## config.mk

```make
export PLATFORM = sky130hd
export DESIGN_NAME = uart_cmd_parser
export DESIGN_NICKNAME = d
export VERILOG_FILES = /design/src/rtl/uart_cmd_parser.sv
export SDC_FILE = /design/constraint.sdc
export NUM_CORES = 1
export LEC_CHECK = 0
export CAP_MARGIN = 30
export CELL_PAD_IN_SITES_DETAIL_PLACEMENT = 1
export CELL_PAD_IN_SITES_GLOBAL_PLACEMENT = 2
export CORE_ASPECT_RATIO = 2
export CORE_MARGIN = 2
export CORE_UTILIZATION = 25
export DETAILED_ROUTE_END_ITERATION = 10
export DONT_BUFFER_PORTS = 1
export GPL_ROUTABILITY_DRIVEN = 1
export PLACE_DENSITY_LB_ADDON = 0.3
export SYNTH_ARGS = -nofsm -noshare
export SYNTH_HDL_FRONTEND = slang
export SYNTH_SLANG_ARGS = --single-unit
```

## constraint.sdc

```tcl
create_clock -name clk -period 7.85 [get_ports clk]
set_input_delay 1.57 -clock clk [delete_from_list [all_inputs] [get_ports clk]]
set_output_delay 1.57 -clock clk [all_outputs]
set_load 0.02 [all_outputs]
```

## src/rtl/uart_cmd_parser.sv

```systemverilog
// uart_cmd_parser
//   Decodes 7-byte command frames (55 AA CMD ADDR DH DL CSUM) from the UART
//   receiver. Writes and reads go to an internal bank of 16-bit registers, and
//   every accepted frame gets a 5-byte response (A5 STATUS ADDR D_hi D_lo)
//   through the transmitter handshake.
//
// Ports
//   clk, rst_n          system clock, synchronous active-low reset
//   rx_data, rx_valid   received byte and its one-cycle strobe
//   tx_data, tx_valid   response byte and its one-cycle load strobe
//   tx_req              transmitter idle / ready for a byte
//   reg_wr_en           one-cycle pulse per successful write
//   reg_addr, reg_wdata address/data of the last write (held)
//   reg_bank            flat register contents, reg N at [16N+15:16N]
//   csum_err_cnt        saturating count of checksum-failed frames
//
// State table
//   HUNT0 | waiting for sync byte 0x55
//   HUNT1 | got 0x55, waiting for 0xAA
//   CMD   | waiting for command byte
//   ADDR  | waiting for address byte
//   DH    | waiting for data high byte
//   DL    | waiting for data low byte
//   CSUM  | waiting for checksum byte
//   EXEC  | one cycle: check frame, do write/read, set status
//   RESP  | sending the 5 response bytes
module uart_cmd_parser #(
  parameter int NUM_REGS       = 16,
  parameter int TIMEOUT_CYCLES = 27000
) (
  input  logic                     clk,
  input  logic                     rst_n,
  input  logic [7:0]               rx_data,
  input  logic                     rx_valid,
  output logic [7:0]               tx_data,
  output logic                     tx_valid,
  input  logic                     tx_req,
  output logic                     reg_wr_en,
  output logic [7:0]               reg_addr,
  output logic [15:0]              reg_wdata,
  output logic [16*NUM_REGS-1:0]   reg_bank,
  output logic [7:0]               csum_err_cnt
);

  localparam int AW = (NUM_REGS > 1) ? $clog2(NUM_REGS) : 1;
  localparam int TW = $clog2(TIMEOUT_CYCLES + 1);
  localparam logic [TW-1:0] TMO_LOAD  = TW'(TIMEOUT_CYCLES - 1);
  localparam logic [8:0]    NREGS_9B  = 9'(NUM_REGS);

  typedef enum logic [3:0] {
    S_HUNT0, S_HUNT1, S_CMD, S_ADDR, S_DH, S_DL, S_CSUM, S_EXEC, S_RESP
  } state_t;

  state_t        state;
  logic [7:0]    cmd_q, addr_q, dh_q, dl_q, csum_q;
  logic [TW-1:0] tmo_cnt;
  logic [7:0]    status_q;
  logic [15:0]   resp_data;
  logic [2:0]    tx_idx;
  logic [1:0]    hold;
  logic [15:0]   regs [NUM_REGS];

  logic [7:0]    sum;
  logic          csum_ok, cmd_ok, addr_ok;
  logic [15:0]   rd_word;
  logic [7:0]    tx_byte;

  always_comb begin
    sum     = cmd_q + addr_q + dh_q + dl_q;
    csum_ok = (sum == csum_q);
    cmd_ok  = (cmd_q == 8'h01) || (cmd_q == 8'h02);
    addr_ok = ({1'b0, addr_q} < NREGS_9B);
    rd_word = addr_ok ? regs[addr_q[AW-1:0]] : 16'h0000;
    case (tx_idx)
      3'd0:    tx_byte = 8'hA5;
      3'd1:    tx_byte = status_q;
      3'd2:    tx_byte = addr_q;
      3'd3:    tx_byte = resp_data[15:8];
      default: tx_byte = resp_data[7:0];
    endcase
  end

  for (genvar i = 0; i < NUM_REGS; i++) begin : g_bank
    assign reg_bank[16*i +: 16] = regs[i];
  end

  always_ff @(posedge clk) begin
    if (!rst_n) begin
      state        <= S_HUNT0;
      cmd_q        <= '0;
      addr_q       <= '0;
      dh_q         <= '0;
      dl_q         <= '0;
      csum_q       <= '0;
      tmo_cnt      <= '0;
      status_q     <= '0;
      resp_data    <= '0;
      tx_idx       <= '0;
      hold         <= '0;
      tx_data      <= '0;
      tx_valid     <= 1'b0;
      reg_wr_en    <= 1'b0;
      reg_addr     <= '0;
      reg_wdata    <= '0;
      csum_err_cnt <= '0;
      for (int i = 0; i < NUM_REGS; i++) regs[i] <= '0;
    end else begin
      tx_valid  <= 1'b0;
      reg_wr_en <= 1'b0;
      case (state)
        S_HUNT0: if (rx_valid && rx_data == 8'h55) state <= S_HUNT1;
        S_HUNT1: begin
          if (rx_valid) begin
            if (rx_data == 8'hAA) begin
              state   <= S_CMD;
              tmo_cnt <= TMO_LOAD;
            end else if (rx_data != 8'h55) begin
              state <= S_HUNT0;
            end
          end
        end
        S_CMD, S_ADDR, S_DH, S_DL, S_CSUM: begin
          // A byte arriving on the expiry cycle wins over the timeout.
          if (rx_valid) begin
            tmo_cnt <= TMO_LOAD;
            case (state)
              S_CMD:   begin cmd_q  <= rx_data; state <= S_ADDR; end
              S_ADDR:  begin addr_q <= rx_data; state <= S_DH;   end
              S_DH:    begin dh_q   <= rx_data; state <= S_DL;   end
              S_DL:    begin dl_q   <= rx_data; state <= S_CSUM; end
              default: begin csum_q <= rx_data; state <= S_EXEC; end
            endcase
          end else if (tmo_cnt == '0) begin
            state <= S_HUNT0;
          end else begin
            tmo_cnt <= tmo_cnt - 1'b1;
          end
        end
        S_EXEC: begin
          tx_idx <= '0;
          hold   <= '0;
          state  <= S_RESP;
          if (!csum_ok) begin
            status_q  <= 8'h01;
            resp_data <= '0;
            if (csum_err_cnt != 8'hFF) csum_err_cnt <= csum_err_cnt + 1'b1;
          end else if (!cmd_ok || !addr_ok) begin
            status_q  <= 8'h02;
            resp_data <= '0;
          end else begin
            status_q <= 8'h00;
            if (cmd_q == 8'h01) begin
              regs[addr_q[AW-1:0]] <= {dh_q, dl_q};
              reg_wr_en            <= 1'b1;
              reg_addr             <= addr_q;
              reg_wdata            <= {dh_q, dl_q};
              resp_data            <= {dh_q, dl_q};
            end else begin
              resp_data <= rd_word;
            end
          end
        end
        S_RESP: begin
          // hold masks tx_req for two cycles after each pulse.
          if (hold != 2'd0) begin
            hold <= hold - 1'b1;
          end else if (tx_req) begin
            tx_data  <= tx_byte;
            tx_valid <= 1'b1;
            hold     <= 2'd2;
            if (tx_idx == 3'd4) state <= S_HUNT0;
            else                tx_idx <= tx_idx + 1'b1;
          end
        end
        default: state <= S_HUNT0;
      endcase
    end
  end

endmodule

```

== After elaboration in Yosys (flattened, before gate mapping) ==
Memory sizes are Yosys's and may differ from the RTL's. A register that Yosys moved wholly into a read port is not among the register bits.
Cells that the tools add are included.

* Register bits: 130
* Memory bits (writable): 256
* Input bits: 12
* Output and inout port bits: 298
* Word-level logic and storage cells: 132
* Memories: 1

* $add $sub $neg: 7
* Magnitude comparators: 1
* Eq/ne operators: 30
* Mux-type cells: 43
* Bitwise gates (word level): 6
* Reductions and logical operators: 27

{| class="wikitable"
|+ Memory list
! name !! words !! width !! rd ports !! clocked after memory_dff !! write ports !! RTL line !! RTL
|-
| regs || 16 || 16 || 17 || 1 || 16 || 61 || <nowiki>logic [15:0] regs [NUM_REGS];</nowiki>
|}

{| class="wikitable"
|+ Operators with widths
! cell !! count
|-
| $mux W16 || 5
|-
| $mux W15 || 4
|-
| $mux W4 || 12
|-
| $pmux W8 S4 || 1
|-
| $pmux W15 S2 || 1
|-
| $add A8 B8 Y8 || 3
|-
| $reduce_and A3 Y1 || 7
|-
| $pmux W4 S5 || 1
|-
| $eq A4 B3 Y1 const B || 4
|-
| $reduce_or A16 Y1 || 1
|-
| $logic_not A15 Y1 || 1
|-
| $sub A15 B1 Y15 const B || 1
|-
| $ne A2 B2 Y1 const B || 7
|-
| $ne A3 B3 Y1 const B || 4
|-
| $pmux W3 S4 || 1
|-
| $reduce_and A4 Y1 || 3
|-
| $mux W1 || 9
|-
| $mux W3 || 3
|-
| $add A8 B1 Y8 const B || 1
|-
| $eq A4 B2 Y1 const B || 2
|-
| $eq A8 B1 Y1 const B || 1
|-
| $eq A8 B2 Y1 const B || 1
|-
| $eq A8 B7 Y1 const B || 1
|-
| $eq A8 B8 Y1 || 1
|-
| 26 further kinds || 39
|}

== Depth between registers and ports, before layout ==
Gate-level depths: netlist (run 1).

* Word-level depth: 11
* Depth in mapped cells: 16
* Gate-level depth less buffers: 14

== Worst setup path after synthesis (run 1) ==
OpenSTA, ideal clock, no wires.

* Path type: register to register
* Start: reg cmd_q[1]
* End: mem regs[5][0], enable pin
* Library setup time: 414 ps
* Arrival time: 5061 ps
* Data required time: 7436 ps
* Path slack: 2374 ps
* Cell stages (with the launch flop): 15
* Period minus slack after synthesis: 5476 ps
* Cell sequence: dfxtp_1 > fa_1 > inv_1 > fa_1 > inv_1 > ha_1 > fa_1 > xor2_1 > nor3_1 > nand4_1 > or4_4 > or4_1 > buf_2 > buf_2 > o31ai_1

{| class="wikitable"
|+ RTL lines
! element !! RTL line !! RTL
|-
| start: declaration || 55 || <nowiki>logic [7:0] cmd_q, addr_q, dh_q, dl_q, csum_q;</nowiki>
|-
| start signal: assignment || 90 || <nowiki>cmd_q <= '0;</nowiki>
|-
| start signal: assignment || 127 || <nowiki>S_CMD: begin cmd_q <= rx_data; state <= S_ADDR; end</nowiki>
|-
| end: declaration || 61 ||
|}

==> summary.md, run 1 <==
* **skew final** 0.0263 ns
* **Yosys reg bits** 384
* **# Post-CTS Setup Buffers** 0
* **share of layout cells above drive strength 1** 29.1%
* **Final Critical Period** 5.95 ns
* **Worst Tran Pin Value** 1.02 ns
* **required time worst endpoint** 8.09 ns
* **startpoint of the most critical hold path** hold[0]
* **antenna violations before repair** 0
* **Sink Count** 384
* **data arrival time of the critical path** 6.19 ns
* **number of placed cells counting well taps** 2414
* **element type at the critical path end** flop
* **fmax** 168 MHz
* **leading cell type in the layout, fill and taps excluded** sky130_fd_sc_hd__edfxtp_1
* **Period Utilization, post-route** 75.8%
* **yosys synthesis warning count** 0
* **routed length per instance** 31.7 um
* **peak supply drop** 0.172 mV
* **Routability Congestion** 0.847
* **wire length of the first global-routing pass** 110000 um
* **worst reg2reg path endpoint** regs[7][11]
* **number of failing setup endpoints in the final timing report** 0
* **cell row count** 142
* **dominant synthesized flop cell** sky130_fd_sc_hd__edfxtp_1
* **worst skew pair latency** 0.59 ns
* **RSZ-0062 raised after global routing** no
* **outcome** complete, no violations
* **largest net degree at the start of global routing** 149
* **DRT antenna net count** 0
* **Num CTS Buffers** 41
* **r2r startpoint** addr_q[1]
* **post-route DRC violation count** 0
* **final wirelength** 79000 um
* **post-route worst setup slack** 1.90 ns
* **Initial Utilization** 25.2%
* **Mapped Nets** 1532
* **ratio of total power to cell area** 209 mW/mm2
* **post-synthesis cell type with the largest combined area** sky130_fd_sc_hd__edfxtp_1
* **count of port buffers added during placement** 0
* **die area** 0.0776 mm2
* **Detailed Route Iter0 Violations** 655
* **Leak** 6.70 nW
* **Crit Path Class** reg2reg
* **standard cell core area** 0.0748 mm2
* **CP Launch Type** flop
* **floorplan die width** 198 um
* **post-route non-filler standard cell count** 2491
* **length in cells of the worst reg-to-reg path** 15
* **number of H-tree levels** 2
* **number of gates resized after cts** 0
* **Worst R2R Setup Slack** 1.90 ns
* **Total GRT Usage** 20.3%
* **distinct cell type count of the synthesized netlist** 62
* **Mapped Avg Cell Area** 12.6 um2
* **CTS tree** yes
* **highest-count cells in the layout ignoring fill and taps** sky130_fd_sc_hd__edfxtp_1 (256), sky130_fd_sc_hd__nor3_2 (200), sky130_fd_sc_hd__dfxtp_1 (125)
* **Max Slew Vio Count** 0
* **total vias in the final route** 12500
* **top post-synthesis cells by area** sky130_fd_sc_hd__edfxtp_1 (41%), sky130_fd_sc_hd__dfxtp_1 (14%), sky130_fd_sc_hd__nor3_2 (11%), sky130_fd_sc_hd__mux4_2 (7.7%), sky130_fd_sc_hd__mux2i_1 (3.9%)
* **Post-CTS Hold Fix Bufs** 0
* **fin nets** 1494
* **summed negative setup slack over all endpoints** 0 ns
* **area share of the largest cell type after synthesis** 40.8%
* **post-detailed-route via-to-cell ratio** 5.00
* **Util after Layout** 28.7%
* **Post-synth EDFFs** 256
* **normalized max-slew margin** 32.2%
* **class of the tightest hold or removal check** reg2reg
* **origin of the worst setup path** addr_q[1]
* **GRT Residual Overflow** 0
* **Die H** 392 um
* **Syn Std Cell Area** 0.0188 mm2
* **number of global-route vias before repair** 13400
* **WHS Endpoint** hold[0]
* **sequential cell area fraction in the yosys report** 54.5%
* **maximum buffer depth of the clock tree** 3
* **number of cells on the worst hold path** 2
* **count of boundary I/O pins** 310
* **HPWL reported at the end of detailed placement** 57600 um
* **Max Cap Violations** 0
* **worst setup slack after placement** 1.48 ns
* **diode insertion count for antenna repair** 0
* **CP max FO** 52
* **Area growth, synth to finish** 13.9%
* **Initial DRT Pass Iterations** 4
* **async set-or-reset flop fraction in the synthesized netlist** 0%
* **master cell of the clock root buffer** sky130_fd_sc_hd__clkbuf_16
* **Hold Violations, Final** 0
* **post-synthesis cell count** 1490
* **clock transition at the register clock pins on the worst setup and hold paths after CTS** 0.07 ns
[flip-flops by register name, summed over array words and instances, names as in the netlist, 15 cells and up, named ones only]
name / count
regs: 256
reg_wdata: 16
tmo_cnt: 15
resp_data: 16
[worst max-delay path by stage]
stage	to	cells past startpoint
after floorplan	regs[5][0]	14
after global placement	regs[11][3]	14
after detailed placement	regs[15][3]	14
after CTS	regs[15][1]	14
after global routing	regs[6][12]	15
final	regs[7][11]	15
[synth_stat cells (15+ instances only)]
| master | instances |
|---|---|
| sky130_fd_sc_hd__a21oi_1 | 48 |
| sky130_fd_sc_hd__a22oi_1 | 22 |
| sky130_fd_sc_hd__buf_6 | 22 |
| sky130_fd_sc_hd__clkbuf_1 | 87 |
| sky130_fd_sc_hd__dfxtp_1 | 128 |
| sky130_fd_sc_hd__edfxtp_1 | 256 |
| sky130_fd_sc_hd__ha_1 | 16 |
| sky130_fd_sc_hd__inv_1 | 24 |
| sky130_fd_sc_hd__mux2_2 | 16 |
| sky130_fd_sc_hd__mux2i_1 | 73 |
| sky130_fd_sc_hd__mux4_2 | 64 |
| sky130_fd_sc_hd__nand2_1 | 121 |
| sky130_fd_sc_hd__nor2_1 | 107 |
| sky130_fd_sc_hd__nor3_1 | 68 |
| sky130_fd_sc_hd__nor3_2 | 200 |
| sky130_fd_sc_hd__o21ai_0 | 34 |
| sky130_fd_sc_hd__o21ai_1 | 17 |
| sky130_fd_sc_hd__xnor2_1 | 15 |
[where the power goes]
| group | total [mW] | internal (mW) | switching (mW) |
|---|---|---|---|
| logic | 0.0920 | 0.0286 | 0.0634 |
| clock network | 2.12 | 1.22 | 0.902 |
| registers | 2.27 | 2.18 | 0.0851 |
| total | 4.48 | 3.43 | 1.05 |
[metal layers]
metal,global-route usage (%),vias to the layer above,share of wire (%)
li1,-,5444,-
met1,20.2,6502,34
met2,36.5,412,52
met3,8.12,107,9.4
met4,9.61,0,4.9
met5,0,-,0
[critical path: stages, from the launching register on]
cell and delay, ns:
sky130_fd_sc_hd__dfxtp_1 0.71, sky130_fd_sc_hd__fa_1 0.52, sky130_fd_sc_hd__inv_1 0.08, sky130_fd_sc_hd__fa_1 0.40, sky130_fd_sc_hd__inv_1 0.06, sky130_fd_sc_hd__ha_1 0.21
sky130_fd_sc_hd__fa_1 0.42, sky130_fd_sc_hd__xor2_1 0.15, sky130_fd_sc_hd__nor3_1 0.18, sky130_fd_sc_hd__nand4_1 0.12, sky130_fd_sc_hd__or4_4 0.55, sky130_fd_sc_hd__or4_4 0.81
sky130_fd_sc_hd__inv_2 0.45, sky130_fd_sc_hd__nand3_1 0.33, sky130_fd_sc_hd__o21ai_2 0.22, sky130_fd_sc_hd__buf_4 0.34
[stage by stage]
stage	hold slack (ns)	area (um2)	total power, mW
5_1_grt	0.482	21400	4.60
3_3_place_gp	0.440	19900	2.40
3_5_place_dp	0.461	20000	2.41
4_1_cts	0.471	21400	4.53
6_report	0.464	21400	4.48
2_1_floorplan	0.432	18800	2.34
[cell type report]
| type | instances | area [um2] |
|---|---|---|
| inverters | 26 | 98.8 |
| clock buffers | 55 | 1170 |
| flip-flops and latches | 384 | 10300 |
| well taps | 1008 | 1260 |
| fillers | 8030 | 53400 |
| multi-input cells | 951 | 7950 |
| clock inverters | 19 | 238 |
| repair buffers | 48 | 465 |
[logic make-up after synthesis]
group / after synthesis / synth area share, %
DFF: 384 / 54.5
buffers and inverters: 155 / 4.02
and+or+nand+nor: 588 / 20.3
xor gates and xnor gates: 27 / 1.26
adders and majority gates: 30 / 2.55
AOI/OAI and AO/OA: 153 / 4.94
muxes: 153 / 12.5
Note: power is estimated with default switching activity, not from simulation.
==> inputs of run 2 (changes only) <==
==> constraint.sdc (replaced) <==
create_clock -name clk -period 5.5 [get_ports clk]
set_input_delay 1.1 -clock clk [delete_from_list [all_inputs] [get_ports clk]]
set_output_delay 1.1 -clock clk [all_outputs]
set_load 0.02 [all_outputs]
==> run 2 against run 1 <==
Compared with the run above: wire length shrank 0.41%; cell count grew 0.72%; die area is the same; worst hold slack gained 0.0035 ns; combinational power grew 58%; critical path type unchanged; largest power group unchanged.
==> summary.md, run 2 (synthesized netlist as in run 1, its figures left out) <==
* **outcome** complete, no violations
* **ratio of total power to cell area** 287 mW/mm2
* **Post-CTS Hold Fix Bufs** 0
* **maximum buffer depth of the clock tree** 3
* **CTS tree** yes
* **total vias in the final route** 12500
* **total of fill cells in the finished design** 8047
* **summed negative setup slack over all endpoints** 0 ns
* **RSZ-0062 raised after global routing** no
* **master cell of the clock root buffer** sky130_fd_sc_hd__clkbuf_16
* **Crit Path Class** reg2reg
* **Period Utilization, post-route** 92.4%
* **Final Critical Period** 5.08 ns
* **Total GRT Usage** 20.3%
* **Num CTS Buffers** 41
* **wire length of the first global-routing pass** 109000 um
* **crit path cell chain** fa_1 -> inv_1 -> fa_1 -> inv_1 -> ha_1 -> fa_1 -> xor2_1 -> nor3_1 -> nand4_1 -> or4_4 -> or4_4 -> buf_12 -> buf_4 -> nor3_1
* **highest-count cells in the layout ignoring fill and taps** sky130_fd_sc_hd__edfxtp_1 (256), sky130_fd_sc_hd__nor3_2 (200), sky130_fd_sc_hd__dfxtp_1 (125)
* **CP dominant cell by count** sky130_fd_sc_hd__fa_1
* **share of layout cells above drive strength 1** 29.5%
* **required time worst endpoint** 5.90 ns
* **Initial Utilization** 25.2%
* **Critical path buffers and inverters** 4
* **met2 layer wire length in the routed design** 41900 um
* **Max Slew Vio Count** 0
* **Routability Congestion** 0.818
* **fin nets** 1510
* **number of gates resized after cts** 0
* **post-detailed-route via-to-cell ratio** 4.99
* **amount of wire on met3 after detailed routing** 7240 um
* **class of the tightest hold or removal check** reg2reg
* **floorplan die width** 198 um
* **CP Launch Type** flop
* **Crit-path slowest cell** sky130_fd_sc_hd__or4_4
* **count of port buffers added during placement** 0
* **CP max FO** 118
* **peak supply drop** 0.390 mV
* **skew final** 0.0142 ns
* **Initial DRT Pass Iterations** 5
* **Max Cap Violations** 0
* **post-route DRC violation count** 0
* **Util after Layout** 28.8%
* **count of boundary I/O pins** 310
* **Design Area, Final** 0.0215 mm2
* **fmax** 197 MHz
* **final wirelength** 78700 um
* **largest net degree at the start of global routing** 119
* **Design Power** 6.18 mW
* **normalized max-slew margin** 33.2%
* **element type at the critical path end** flop
* **GRT Residual Overflow** 0
* **number of H-tree levels** 2
* **worst reg2reg path endpoint** regs[1][3]
* **Sink Count** 384
* **routed length per instance** 31.4 um
* **Worst Tran Pin Value** 0.998 ns
* **worst skew pair latency** 0.59 ns
* **antenna violations before repair** 0
* **Top reg by flops** regs
* **Worst R2R Setup Slack** 0.42 ns
* **number of global-route vias before repair** 13700
* **data arrival time of the critical path** 5.48 ns
* **highest metal used** met4
* **Die H** 392 um
* **largest incremental delay on the critical path** 0.55 ns
* **WHS Endpoint** hold[0]
* **cell row count** 142
* **r2r startpoint** cmd_q[1]
* **clock transition at the register clock pins on the worst setup and hold paths after CTS** 0.06 ns
* **Regs by FF count** regs (256), reg_wdata (16), resp_data (16)
* **post-detailed-placement cell area** 0.0202 mm2
* **HPWL reported at the end of detailed placement** 57500 um
* **startpoint of the most critical hold path** hold[0]
* **Area growth, synth to finish** 14.4%
* **# Post-CTS Setup Buffers** 0
* **leading cell type in the layout, fill and taps excluded** sky130_fd_sc_hd__edfxtp_1
* **Hold Violations, Final** 0
* **dominant delay contributor by cell family on the critical path** adder cells
* **DRT antenna net count** 0
* **Leak** 6.76 nW
* **die area** 0.0776 mm2
* **sum of routed wire segments on met1** 25600 um
* **standard cell core area** 0.0748 mm2
* **number of failing setup endpoints in the final timing report** 0
* **flip-flop count of the largest register after layout** 256
* **length in cells of the worst reg-to-reg path** 14
* **number of cells on the worst hold path** 2
* **Detailed Route Iter0 Violations** 529
-- run 2: layout make-up --
class                           instances  area [um2]  area share (%)
Sequential cell                       384       10300            47.6
Tap cell                             1008        1260            5.86
Clock inverter                         22         175           0.813
Multi-Input combinational cell        951        7950            36.9
Timing Repair Buffer                   64         668            3.10
Inverter                               26        97.6           0.453
Antenna cell                            1        2.50          0.0116
Clock buffer                           53        1120            5.22
-- run 2: how the worst max path moves through the flow --
stage               startpoint    endpoint  slack [ns]  cells past startpoint
finish                cmd_q[1]  regs[1][3]        0.42                     14
detailed placement    cmd_q[1]  regs[1][3]        0.40                     14
floorplan             cmd_q[1]  regs[5][0]        0.02                     14
global placement      cmd_q[1]  regs[1][0]        0.46                     14
CTS                   cmd_q[1]  regs[2][3]        0.40                     14
global route          cmd_q[1]  regs[2][0]        0.17                     14
-- run 2: where the power goes --
| group | switching (mW) | leakage (nW) | internal [mW] | total [mW] |
|---|---|---|---|---|
| combinational | 0.0938 | 2.35 | 0.0514 | 0.145 |
| clock | 1.25 | 0.630 | 1.55 | 2.79 |
| sequential | 0.121 | 3.78 | 3.12 | 3.24 |
| total | 1.46 | 6.76 | 4.72 | 6.18 |
-- run 2: through the flow --
step / cells / setup slack, ns / hold WS, ns
after detailed placement: 2433 / 0.395 / 0.465
after global routing: 2508 / 0.169 / 0.499
after CTS: 2508 / 0.405 / 0.474
after global placement: 2433 / 0.462 / 0.441
final: 2509 / 0.419 / 0.467
after floorplan: 1490 / 0.0245 / 0.432
-- run 2: worst register-to-register path: stages, from the launching register on --
cell	delay, ns
sky130_fd_sc_hd__dfxtp_1	0.34
sky130_fd_sc_hd__fa_1	0.54
sky130_fd_sc_hd__inv_1	0.05
sky130_fd_sc_hd__fa_1	0.48
sky130_fd_sc_hd__inv_1	0.04
sky130_fd_sc_hd__ha_1	0.22
sky130_fd_sc_hd__fa_1	0.51
sky130_fd_sc_hd__xor2_1	0.15
sky130_fd_sc_hd__nor3_1	0.16
sky130_fd_sc_hd__nand4_1	0.11
sky130_fd_sc_hd__or4_4	0.55
sky130_fd_sc_hd__or4_4	0.49
sky130_fd_sc_hd__buf_12	0.33
sky130_fd_sc_hd__buf_4	0.58
sky130_fd_sc_hd__nor3_1	0.32
-- run 2: per-layer routing --
metal	up-vias	GRT usage, %
li1	5484	-
met1	6504	19.3
met2	415	37.7
met3	108	7.86
met4	0	9.77
met5	-	0
